$ cat src/rtl/quota_stream.sv
// Multi-channel quota converter: latches CH signed samples, streams BITSTREAM beats of stochastic bits.
// Define QUOTA_STREAM_BITREV_EN to spread ones by bit-reversing the beat position.
module quota_lane #(
   parameter int QUANT = 8,
   parameter int L     = 6
) (
   input  logic [QUANT-1:0] data,
   input  logic [L-1:0]     pos,
   input  logic [L:0]       quota,
   output logic [L:0]       q,
   output logic             hit
);
   localparam int S = QUANT - L;
   localparam logic [QUANT-1:0] MSB = QUANT'(1) << (QUANT - 1);
   localparam logic [QUANT:0]   RND = (S > 0) ? ((QUANT+1)'(1) << ((S > 0) ? S - 1 : 0)) : '0;

   logic [QUANT:0] bias;
   logic [QUANT:0] rnd_sum;

   // offset binary keeps the quota monotonic across the signed range
   assign bias    = {1'b0, data ^ MSB};
   assign rnd_sum = bias + RND;
   assign q       = (L+1)'(rnd_sum >> S);
   assign hit     = {1'b0, pos} < quota;
endmodule

module quota_stream #(
   parameter int CH        = 4,
   parameter int BITSTREAM = 64,
   parameter int QUANT     = 8
) (
   input  logic                                 clk,
   input  logic                                 rst_n,
   input  logic                                 in_valid,
   output logic                                 in_ready,
   input  logic [CH*QUANT-1:0]                  in_data,
   output logic                                 out_valid,
   input  logic                                 out_ready,
   output logic [CH-1:0]                        out_bits,
   output logic                                 out_last,
   output logic [CH*($clog2(BITSTREAM)+1)-1:0]  quota
);
   localparam int L  = $clog2(BITSTREAM);
   localparam int QW = L + 1;
   localparam logic [L-1:0] LAST = L'(BITSTREAM - 1);

   generate
      if (BITSTREAM < 2 || (BITSTREAM & (BITSTREAM - 1)) != 0) begin : g_bad_bs
         $error("quota_stream: BITSTREAM must be a power of 2 and >= 2");
      end
      if (QUANT < L) begin : g_bad_quant
         $error("quota_stream: QUANT must be >= clog2(BITSTREAM)");
      end
   endgenerate

   typedef enum logic {IDLE, STREAM} state_t;

   state_t                 state, state_nxt;
   logic [L-1:0]           cnt, cnt_nxt, pos;
   logic [CH-1:0][QW-1:0]  q_reg, q_new;
   logic [CH-1:0]          hit;
   logic                   load;

`ifdef QUOTA_STREAM_BITREV_EN
   for (genvar i = 0; i < L; i++) begin : g_rev
      assign pos[i] = cnt[L-1-i];
   end
`else
   assign pos = cnt;
`endif

   for (genvar c = 0; c < CH; c++) begin : g_lane
      quota_lane #(.QUANT(QUANT), .L(L)) u_lane (
         .data  (in_data[c*QUANT +: QUANT]),
         .pos   (pos),
         .quota (q_reg[c]),
         .q     (q_new[c]),
         .hit   (hit[c])
      );
   end

   assign quota    = q_reg;
   assign out_bits = hit & {CH{state == STREAM}};

   always_comb begin
      state_nxt = state;
      cnt_nxt   = cnt;
      load      = 1'b0;
      in_ready  = 1'b0;
      out_valid = 1'b0;
      out_last  = 1'b0;
      case (state)
         IDLE: begin
            in_ready = 1'b1;
            if (in_valid) begin
               load      = 1'b1;
               cnt_nxt   = '0;
               state_nxt = STREAM;
            end
         end
         STREAM: begin
            out_valid = 1'b1;
            out_last  = (cnt == LAST);
            if (out_ready) begin
               if (out_last) begin
                  // last beat frees the input so a pending set follows with no bubble
                  in_ready = 1'b1;
                  cnt_nxt  = '0;
                  if (in_valid) load = 1'b1;
                  else          state_nxt = IDLE;
               end else begin
                  cnt_nxt = cnt + 1'b1;
               end
            end
         end
         default: state_nxt = IDLE;
      endcase
   end

   always_ff @(posedge clk) begin
      if (!rst_n) begin
         state <= IDLE;
         cnt   <= '0;
         q_reg <= '0;
      end else begin
         state <= state_nxt;
         cnt   <= cnt_nxt;
         if (load) q_reg <= q_new;
      end
   end
endmodule

$ cat config.mk
export PLATFORM = sky130hd
export DESIGN_NAME = quota_stream
export DESIGN_NICKNAME = d
export VERILOG_FILES = /design/src/rtl/quota_stream.sv
export SDC_FILE = /design/constraint.sdc
export NUM_CORES = 1
export LEC_CHECK = 0
export CORE_ASPECT_RATIO = 1.4
export CORE_MARGIN = 2
export CORE_UTILIZATION = 30
export DETAILED_ROUTE_END_ITERATION = 7
export DONT_BUFFER_PORTS = 1
export PLACE_DENSITY = 0.44
export REMOVE_ABC_BUFFERS = 1
export SYNTH_ARGS = -nofsm -noshare
export SYNTH_HDL_FRONTEND = slang
export SYNTH_HIERARCHICAL = 1
export SYNTH_SLANG_ARGS = --single-unit
$ cat constraint.sdc
create_clock -name clk -period 5.4 [get_ports clk]
set_clock_uncertainty 0.2 [all_clocks]
set_input_delay 1.35 -clock clk [delete_from_list [all_inputs] [get_ports clk]]
set_output_delay 1.35 -clock clk [all_outputs]
set_load 0.01 [all_outputs]
After elaboration in Yosys (flattened, before gate mapping)

Cells that the tools add are included.

Output and inout port bits: 35
Memories: 0
Logic and storage cells: 41
Bits in read-only memories: 0
Register bits: 35
Bits in latches: 0
Bits in writable memories: 0

Eq/ne operators: 3
Multipliers: 0
Muxes and demuxes: 16
Shift operators: 0
Bitwise logic cells: 6
Add/sub/neg operators: 5
Magnitude comparators: 4
Div/mod/pow operators: 0
Reductions and logical operators: 1

Operators with widths:

| kind                                        | count |
|---|---|
| adder 8 x 2 -> 9 bit, second input constant | 4 |
| less-than comparator 6 x 7 -> 1 bit         | 4 |
| 2-to-1 mux 6 bit                            | 3 |
| case mux 6 bit (2 select lines)             | 1 |
| 2-to-1 mux 1 bit                            | 9 |
| adder 6 x 1 -> 6 bit, second input constant | 1 |
| equality test 6 bit, second input constant  | 1 |
| case mux 1 bit (2 select lines)             | 3 |
| NOT 1 bit                                   | 5 |
| bitwise AND 4 bit                           | 1 |
| != test 2 bit, second input constant        | 2 |
| AND reduction 2 bit                         | 1 |

Depth between registers and ports, before layout

Gate-level depths: netlist of run 1.

Depth after elaboration: 4
Depth in mapped cells: 6

Modules after synthesis

The synthesis of run 1 kept the hierarchy.

Modules (own cells, without submodules):

| module       | seq. area each (µm²) | instances | cells each | area each (µm²) |
|---|---|---|---|---|
| quota_stream | 700.7                | 1         | 175        | 1599.0 |
| quota_lane   | 0.0                  | 4         | 31         | 230.2 |

Least setup slack after synthesis of run 1

OpenSTA, ideal clock, no wires.

Path type: input to output
Start point: input out_ready
End point: output in_ready
Buffers on the path: 1
Data arrival time: 1665 ps
Stages on the path: 2
Data required time: 3850 ps
Path slack: 2185 ps
Cells stage by stage: buf_6 a21bo_2

Word-level cells in the longest chain between the ends: 2

RTL lines:

| item                            | RTL line | RTL |
|---|---|---|
| from (decl)                     | 38       | `input logic out_ready,` |
| 2-to-1 mux 1 bit                | 104      | `if (out_ready) begin` |
| case mux 1 bit (2 select lines) | 92       | `case (state)` |
| to (decl)                       | 35       | `output logic in_ready,` |

Every way passes these cells.

Final worst setup path of run 1

Start point: register cnt[2]
End point: output out_bits[2]

Word-level cells in the longest chain between the ends: 2

RTL lines:

| item                                | RTL line | RTL |
|---|---|---|
| from (decl)                         | 59       | `logic [L-1:0] cnt, cnt_nxt, pos;` |
| from (signal assigned)              | 127      | `cnt <= cnt_nxt;` |
| less-than comparator 6 x 7 -> 1 bit | 24       | `assign hit = {1'b0, pos} < quota;` |
| net hit[2]                          | 61       | `logic [CH-1:0] hit;` |
| bitwise AND 4 bit                   | 83       | `assign out_bits = hit & {CH{state == STREAM}};` |
| to (decl)                           | 39       | `output logic [CH-1:0] out_bits,` |

The timed path passes the listed nets, and every way through them passes these cells.

==> metrics.md, run 1 <==
| Metric | Value |
|---|---|
| Required time worst endpoint | 3850 ps |
| Post-synth EDFFs | 0 |
| Clk sink count | 35 |
| Die Ht | 112.4 um |
| Post-DP HPWL | 4182 um |
| Syn avg cell area | 8.428 um^2 |
| Area leader, netlist | dfxtp_1 |
| Io pins | 71 |
| First drt pass iteration count | 4 |
| Hold path depth | 2 |
| Top_reg_cell synth | dfxtp_1 |
| IO buf count | 0 |
| Post-CTS setup buffers | 0 |
| DR DRC count | 0 |
| CP max stage cell | dfxtp_1 |
| Antenna violations before repair | 0 |
| Die area | 9159 um^2 |
| Hold buffers post-CTS | 0 |
| Diodes inserted | 0 |
| Post-DR vias/cell | 4.906 |
| CORE AREA | 8149 um^2 |
| Max-cap violations | 0 |
| Remaining antenna violation count | 0 |
| R2r endpoint | quota[15] |
| HP Start | quota[11] |
| CTS tree | yes |
| Largest fanout on the critical path | 9 |
| Gpl congestion | 0.7214 |
| Hold Crit Class | flop to flop |
| Crit Path Category | flop to output pin |
| FFs w/ async S/R, synth | 0% |
| Seq/Total Area, Yosys | 27.81% |
| Skew-Pair Late Insertion Delay | 280 ps |
| Hold EP | quota[11] |
| Most frequent cells after synthesis | nand2_1, dfxtp_1, mux2i_1 |
| Post-CTS Resized | 0 |
| DRT Wirelength | 5762 um |
| Clock tree buffer depth | 2 |
| RR Startpoint | state |
| CP Capture Type | output pin |
| Synthesized flop and latch total | 35 |
| Status | finished clean |
| Die width | 81.46 um |
| Area contributors post-synth | dfxtp_1, ha_1, mux2i_1, nand2_1, xnor2_1 |
| Global-route wire length before repair | 9466 um |
| Area growth syn-to-layout | 4.916% |
| Worst Setup Start Kind | flop |
| Final #Nets | 355 |
| Fin. max-slew vios | 0 |
| Crit share post-route | 62.63% |
| Buffers & Inverters on Critical Path | 0 |
| Kind of cell adding the most delay to the critical path | flip-flops |
| Initial DRC Count | 56 |
| Most common cell in the netlist | nand2_1 |
| Setup tns final | 0 ps |
| Reg clk slew, reported paths | 50 ps |
| Row cnt | 39 |
| Slew @ Worst Pin | 972.5 ps |
| Max VDD drop | 0.1008 mV |
| R2R setup slack | 3010 ps |
| Ordered list of cells on the worst path | ha_1 > a21o_1 > a31oi_1 > o22a_1 > and2_1 |
| Synth Cell Area | 2520 um^2 |
| Final Core Density | 32.44% |
| GRT Total Usage | 13.52% |
| Power per standard cell area | 246.2 nW/um^2 |
| TritonCTS Buffers | 5 |
| Critical path data arrival time | 1830 ps |
| Fmax | 295.7 MHz |
| Tmin final | 3382 ps |
| Synthesis Warnings | 6 |
| Synth unique cells | 38 |
| Leakage | 1.159 nW |
| Reg2reg path depth | 3 |
| Setup violators final | 0 |
| Final hold viol count | 0 |
| Largest net degree at the start of global routing | 60 |
| H-tree depth | 2 |
| Vias post-DR | 1,938 |
| Initial Util | 30.92% |
| RSZ-0062 raised after global routing | false |
| Vias in the first global route | 1,922 |
| Crit path largest cell delay | 540 ps |
| Mapped Cells | 299 |
| Root buf cell | clkbuf_16 |
| Relative slew slack | 35.17% |
| Share of cells above drive strength 1 | 6.143% |
| Grt total ovfl | 0 |
| Post-synth top area share | 27.81% |
| Wire per inst | 14.59 um |
-- stage by stage --
step	cells	hold slack (ps)	area [um^2]	total power, mW	setup WS (ps)
finish	395	320.3	2644	0.6509	2018
global route	395	353.3	2644	0.6915	1840
CTS	395	326.4	2644	0.6682	1980
detailed placement	389	318.5	2515	0.3897	2289
global placement	389	310.3	2515	0.3881	2294
floorplan	287	294.3	2386	0.3692	2308
-- worst reg2reg max path: stages, from the launching register on --
cell and delay [ps]:
dfxtp_1 740, nand2b_1 270, o31a_2 820, mux2i_1 280
-- worst max path at each step --
| stage | start | endpoint | cells past startpoint |
|---|---|---|---|
| 2_1_floorplan | out_ready | in_ready | 1 |
| 3_3_place_gp | out_ready | in_ready | 1 |
| 3_5_place_dp | cnt[4] | out_bits[0] | 5 |
| 4_1_cts | cnt[4] | out_bits[0] | 5 |
| 5_1_grt | cnt[2] | out_bits[0] | 5 |
| 6_report | cnt[2] | out_bits[2] | 5 |
-- metal layers --
metal | vias to the layer above | track usage, % | part of all wire, % | wire (um)
li1 | 1002 | - | - | -
met1 | 894 | 14.81 | 42 | 2408
met2 | 36 | 23.93 | 51 | 2930
met3 | 6 | 3.457 | 5.3 | 307
met4 | 0 | 5.763 | 2.0 | 116
met5 | - | 0 | 0 | 0
-- cell usage in the layout (no fill, tap or decap), drive strengths merged, types with 3 or more instances in the layout --
| cell | count |
|---|---|
| nand2 | 72 |
| dfxtp | 35 |
| mux2i | 29 |
| ha | 25 |
| inv | 23 |
| nand3 | 15 |
| xnor2 | 12 |
| nor2 | 11 |
| xor2 | 8 |
| a21o | 8 |
| a21oi | 7 |
| a31oi | 6 |
| clkbuf | 6 |
| and2 | 5 |
| nand2b | 5 |
| nor3 | 4 |
| nand4b | 4 |
| o22a | 4 |
| o2111ai | 3 |
-- cell families after synthesis --
| group | after synthesis | share of synthesized area [%] |
|---|---|---|
| AOI/OAI and AO/OA | 36 | 10.33 |
| xor gates and xnor gates | 20 | 6.951 |
| adders and majority gates | 25 | 12.41 |
| buffers and inverters | 35 | 8.739 |
| DFF | 35 | 27.81 |
| muxes | 29 | 11.52 |
| and+or+nand+nor | 119 | 22.24 |
-- layout make-up --
class | instances | area (um^2)
clock buffers | 6 | 128.9
fillers | 858 | 5505
inverters | 23 | 86.33
multi-input cells | 229 | 1600
flip-flops and latches | 35 | 700.7
well taps | 102 | 127.6
-- where the power goes --
part / switching (mW) / leakage (nW) / internal (mW)
clock: 0.104 / 0.0628 / 0.166
sequential: 0.0227 / 0.286 / 0.273
combinational: 0.0421 / 0.810 / 0.0431
total: 0.169 / 1.16 / 0.482
-- sequential cells by signal (all words and copies together), names as in the netlist --
| register | cells |
|---|---|
| state | 1 |
| cnt | 6 |
| quota | 28 |
No activity file was read; power rests on OpenSTA's default activity.
==> run 2: changes to the inputs <==
clock period = 3.4 ns   (was 5.4 ns; I/O delays follow)
==> run 2 against run 1 <==
Net effect:
- core utilization up 0.092 points
- final cell count up 0.25%
- non-clock buffer count increased by 1
- first-iteration DRC count rose by 14%
- critical path depth stayed put
- largest cell class unchanged
- sequential power increased by 58%
- sequential share of layout area is 0.075 points lower
==> metrics.md, run 2 (synthesized netlist as in run 1, its figures left out) <==
| Metric | Value |
|---|---|
| R2R setup slack | 1270 ps (-1740 ps) |
| Post-CTS Resized | 0 (unchanged) |
| Largest fanout on the critical path | 9 (unchanged) |
| Root buf cell | clkbuf_16 |
| R2r endpoint | quota[2] |
| CORE AREA | 8149 um^2 (unchanged) |
| CP Capture Type | output pin |
| Antenna violations before repair | 0 (unchanged) |
| Setup violators final | 0 (unchanged) |
| Commonest non-fill, non-tap cells in the layout | nand2_1, dfxtp_1, mux2i_1, ha_1, inv_1 |
| Max VDD drop | 0.1602 mV (+59%) |
| Skew-Pair Late Insertion Delay | 280 ps (about the same) |
| Fin. max-slew vios | 0 (unchanged) |
| Vias in the first global route | 1,890 (-1.7%) |
| Slew @ Worst Pin | 621.8 ps (-350.7 ps) |
| Post-DP HPWL | 4151 um (-0.75%) |
| Crit share post-route | 84.72% |
| Tmin final | 2881 ps |
| Total power | 1.032 mW (+59%) |
| Row cnt | 39 (unchanged) |
| Critical path data arrival time | 1830 ps (about the same) |
| Die Ht | 112.4 um (unchanged) |
| H-tree depth | 2 (unchanged) |
| Global-route wire length before repair | 9349 um (-1.2%) |
| Max reg flops | 28 (unchanged) |
| RR Startpoint | state |
| Power per standard cell area | 389.3 nW/um^2 (+58%) |
| Relative slew slack | 58.49% (+23 points) |
| DRT Wirelength | 5698 um (-1.1%) |
| HP Start | quota[11] |
| Post-DR vias/cell | 4.899 (-0.15%) |
| Fill cell total of the finished layout | 877 (+2.2%) |
| Crit path largest cell delay | 550 ps (about the same) |
| Leakage | 1.164 nW (+0.40%) |
| Fmax | 347.2 MHz |
| TritonCTS Buffers | 5 (unchanged) |
| Clk sink count | 35 (unchanged) |
| Reg clk slew, reported paths | 50 ps (about the same) |
| Clock tree buffer depth | 2 (unchanged) |
| Worst hold slack | 316.7 ps (-3.628 ps) |
| Hold EP | quota[11] |
| Required time worst endpoint | 2350 ps (-1500 ps) |
| Remaining antenna violation count | 0 (unchanged) |
| Worst Setup Start Kind | flop |
| Die width | 81.46 um (unchanged) |
| Final hold viol count | 0 (unchanged) |
| Die area | 9159 um^2 (unchanged) |
| Gpl congestion | 0.7186 (-0.39%) |
| Initial Util | 30.92% (unchanged) |
| Vias post-DR | 1,940 (+0.10%) |
| Diodes inserted | 0 (unchanged) |
| CP max stage cell | dfxtp_1 |
| Hold Crit Class | flop to flop |
| Largest net degree at the start of global routing | 60 (unchanged) |
| Post-CTS setup buffers | 0 (unchanged) |
| Hold buffers post-CTS | 0 (unchanged) |
| First drt pass iteration count | 6 (+2) |
| IO buf count | 0 (unchanged) |
| Io pins | 71 (unchanged) |
| Initial DRC Count | 64 (+14%) |
| Hold path depth | 2 (unchanged) |
| Grt total ovfl | 0 (unchanged) |
| Area growth syn-to-layout | 5.213% |
| RSZ-0062 raised after global routing | false |
| Final #Nets | 356 (+0.28%) |
| Most common cell after layout, fill and taps aside | nand2_1 |
| DR DRC count | 0 (unchanged) |
| Reg2reg path depth | 4 (+1) |
| Status | finished clean |
| Setup tns final | 0 ps (unchanged) |
| Ordered list of cells on the worst path | ha_1 > a21o_1 > a31oi_1 > o22a_1 > and2_1 |
| CTS tree | yes |
| Share of cells above drive strength 1 | 6.463% (+0.32 points) |
| GRT Total Usage | 13.41% (-0.10 points) |
| Wire per inst | 14.39 um (-1.4%) |
| Crit Path Category | flop to output pin |
| Max-cap violations | 0 (unchanged) |
[run 2: changes by cell type in the layout (fill, tap and decap cells not counted)]
cell,delta
buf_4,+1
[run 2: power breakdown]
part           switching, mW  internal (mW)  total (mW)
Clock                  0.165          0.263       0.428
Sequential            0.0357          0.433       0.469
Combinational         0.0667         0.0687       0.135
Total                  0.267          0.765        1.03
[run 2: how the worst max path moves through the flow]
stage | start | endpoint | slack (ps) | cells past startpoint
floorplan | in_valid | quota[0] | 860 | 3
global placement | cnt[2] | out_bits[1] | 790 | 5
detailed placement | cnt[2] | out_bits[2] | 780 | 5
CTS | cnt[2] | out_bits[2] | 480 | 5
global route | cnt[2] | out_bits[2] | 350 | 5
finish | cnt[2] | out_bits[2] | 520 | 5
[run 2: cell type report]
class                   count  area [um^2]  share of cell area, %
repair buffers              1        7.507                 0.2832
multi-input cells         229         1600                  60.36
clock buffers               6        128.9                  4.861
well taps                 102        127.6                  4.814
flip-flops and latches     35        700.7                  26.43
inverters                  23        86.33                  3.256
[run 2: through the flow]
stage | cell area, um^2 | util [%] | worst slack, ps | instances
after CTS | 2651 | 32.53 | 477.7 | 396
after floorplan | 2386 | - | 858.8 | 287
final | 2651 | 32.53 | 519.4 | 396
after detailed placement | 2522 | 30.95 | 784.3 | 390
after global placement | 2522 | 30.95 | 785.8 | 390
after global routing | 2651 | 32.53 | 348.1 | 396
[run 2: metal layers]
metal,track usage [%],vias to the layer above,wire length [um]
met3,3.939,6,325
met1,14.64,893,2288
met4,5.424,0,97
li1,-,1006,-
met2,23.61,35,2987
met5,0,-,0
[run 2: worst max-delay path: cells and delay by family (launching register included)]
kind                       cells  cell delay, ps
AOI/OAI and AO/OA              3             510
adders and majority gates      1             320
DFF                            1             550
and+or+nand+nor                1             170
==> run 3: changes to the inputs <==
PLACE_DENSITY = 0.45   (was 0.44)
clock period = 2.4 ns   (was 3.4 ns; I/O delays follow)
==> run 3 against run 2 <==
Net effect:
- via count rose by 3.9%
- first-iteration DRC count fell by 20%
- register-to-register slack got worse by 750 ps
- critical endpoint is now out_bits[3]
- largest cell class unchanged
- highest routed layer unchanged
==> metrics.md, run 3 (synthesized netlist as in run 1, its figures left out) <==
| Metric | Value |
|---|---|
| Status | finished clean |
| Skew-Pair Late Insertion Delay | 270 ps (about the same) |
| Area post-placement | 2625 um^2 (+4.1%) |
| Die width | 81.46 um (unchanged) |
| Remaining antenna violation count | 0 (unchanged) |
| Commonest non-fill, non-tap cells in the layout | nand2_1, mux2i_1, inv_1, dfxtp_1, ha_1 |
| First drt pass iteration count | 4 (-2) |
| Final Core Density | 35.39% (+2.9 points) |
| CP max stage cell | dfxtp_4 |
| Crit path largest cell delay | 440 ps (-110 ps) |
| Hold Crit Class | primary input to flop |
| Root buf cell | clkbuf_16 |
| Worst Setup Start Kind | flop |
| Die Ht | 112.4 um (unchanged) |
| R2R setup slack | 520 ps (-750 ps) |
| Fin. max-slew vios | 0 (unchanged) |
| Grt total ovfl | 0 (unchanged) |
| Wire per inst | 14.22 um (-1.2%) |
| Post-DP HPWL | 4380 um (+5.5%) |
| Hold buffers post-CTS | 0 (unchanged) |
| HP Start | out_ready |
| Most common cell after layout, fill and taps aside | nand2_1 |
| TritonCTS Buffers | 5 (unchanged) |
| Ordered list of cells on the worst path | ha_4 > a21o_1 > a31oi_1 > o22a_1 > and2_4 |
| Final #Nets | 369 (+3.7%) |
| RR Startpoint | state |
| Fmax | 420.4 MHz |
| Diodes inserted | 0 (unchanged) |
| CORE AREA | 8149 um^2 (unchanged) |
| RSZ-0062 raised after global routing | true |
| Clock tree buffer depth | 2 (unchanged) |
| Vias post-DR | 2,016 (+3.9%) |
| Io pins | 71 (unchanged) |
| Buffers & Inverters on Critical Path | 0 (unchanged) |
| DRT Wirelength | 5843 um (+2.5%) |
| Reg clk slew, reported paths | 50 ps (about the same) |
| Initial Util | 30.92% (unchanged) |
| Die area | 9159 um^2 (unchanged) |
| H-tree depth | 2 (unchanged) |
| Kind of cell adding the most delay to the critical path | compound AO/OA/AOI/OAI gates |
| Initial DRC Count | 51 (-20%) |
| Max-cap violations | 0 (unchanged) |
| Max reg flops | 28 (unchanged) |
| Setup violators final | 0 (unchanged) |
| Max VDD drop | 0.3243 mV (+100%) |
| Area growth syn-to-layout | 14.45% |
| Vias in the first global route | 1,981 (+4.8%) |
| Relative slew slack | 69.45% (+11 points) |
| Critical path data arrival time | 1580 ps (-250 ps) |
| Largest fanout on the critical path | 6 (-3) |
| IO buf count | 0 (unchanged) |
| Leakage | 1.266 nW (+8.8%) |
| Clk sink count | 35 (unchanged) |
| Power per standard cell area | 540.3 nW/um^2 (+39%) |
| Crit share post-route | 99.10% |
| Post-DR vias/cell | 4.905 (+0.12%) |
| Required time worst endpoint | 1600 ps (-750 ps) |
| Tmin final | 2378 ps |
| Gpl congestion | 0.7258 (+1.0%) |
| Antenna violations before repair | 0 (unchanged) |
| Share of cells above drive strength 1 | 18.12% (+12 points) |
| Global-route wire length before repair | 9459 um (+1.2%) |
| Row cnt | 39 (unchanged) |
| Largest net degree at the start of global routing | 60 (unchanged) |
| GRT Total Usage | 13.41% (about the same) |
| CP Capture Type | output pin |
| Final Cell Area | 2884 um^2 (+8.8%) |
| Crit Path Category | flop to output pin |
| Slew @ Worst Pin | 457.6 ps (-164.2 ps) |
| CTS tree | yes |
| Final hold viol count | 0 (unchanged) |
| DR DRC count | 0 (unchanged) |
| Critical Path Start | cnt[2] |
## run 3: cell types whose count changed in the layout (fill, tap and decap cells not counted), moves of 2 or more
cell,before,now
and2_4,0,4
buf_4,1,12
dfxtp_2,0,7
ha_4,0,4
and2_1,5,1
clkbuf_8,0,2
dfxtp_1,35,23
ha_1,25,21
dfxtp_4,0,5
## run 3: what timing repair did
item                                    in CTS  in global routing
hold endpoints to repair                     0                  0
cloned                                       1                  0
setup buffers                                1                  0
gates resized for setup                     17                 12
endpoints found under the setup margin       4                  6
pin swaps                                    9                  3
## run 3: path summary, 6_finish.rpt
check	endpoint	cells after the start
hold reg to reg	quota[22]	2
hold / removal	state	1
setup reg to reg	cnt[5]	4
setup / recovery	out_bits[3]	5
## run 3: routing by layer
| metal | vias up | GRT usage (%) | share of wire [%] |
|---|---|---|---|
| met5 | - | 0 | 0 |
| met4 | 0 | 4.068 | 0.96 |
| li1 | 1036 | - | - |
| met3 | 2 | 4.421 | 6.8 |
| met1 | 935 | 14.14 | 38 |
| met2 | 43 | 24.48 | 54 |
## run 3: area by class of cell
cell class | count | area, um^2
Tap cell | 102 | 127.6
Sequential cell | 35 | 728.2
Inverter | 23 | 86.33
Clock buffer | 8 | 156.4
Fill cell | 855 | 5265
Multi-Input combinational cell | 229 | 1670
Timing Repair Buffer | 14 | 115.1
## run 3: metrics by stage
stage	setup WS [ps]	hold WS, ps	power [mW]	cells	TNS, ps
finish	21.51	232.4	1.558	411	0
CTS	-12.18	225.7	1.588	412	-28.87
global placement	112.1	311.2	0.8865	402	0
detailed placement	98.01	313.2	0.8909	402	0
global route	-56.07	234.8	1.654	411	-199.6
floorplan	59.98	294.3	0.8307	287	0
## run 3: worst reg2reg max path, delay by kind of cell, from the launching register on
family	cells	cell delay, ps
DFF	1	600
AOI/OAI and AO/OA	1	180
and+or+nand+nor	2	570
buffers and inverters	1	260
## run 3: where the power goes
part	internal (mW)	switching [mW]
clock network	0.442	0.233
logic	0.119	0.113
registers	0.612	0.0408
total	1.17	0.386
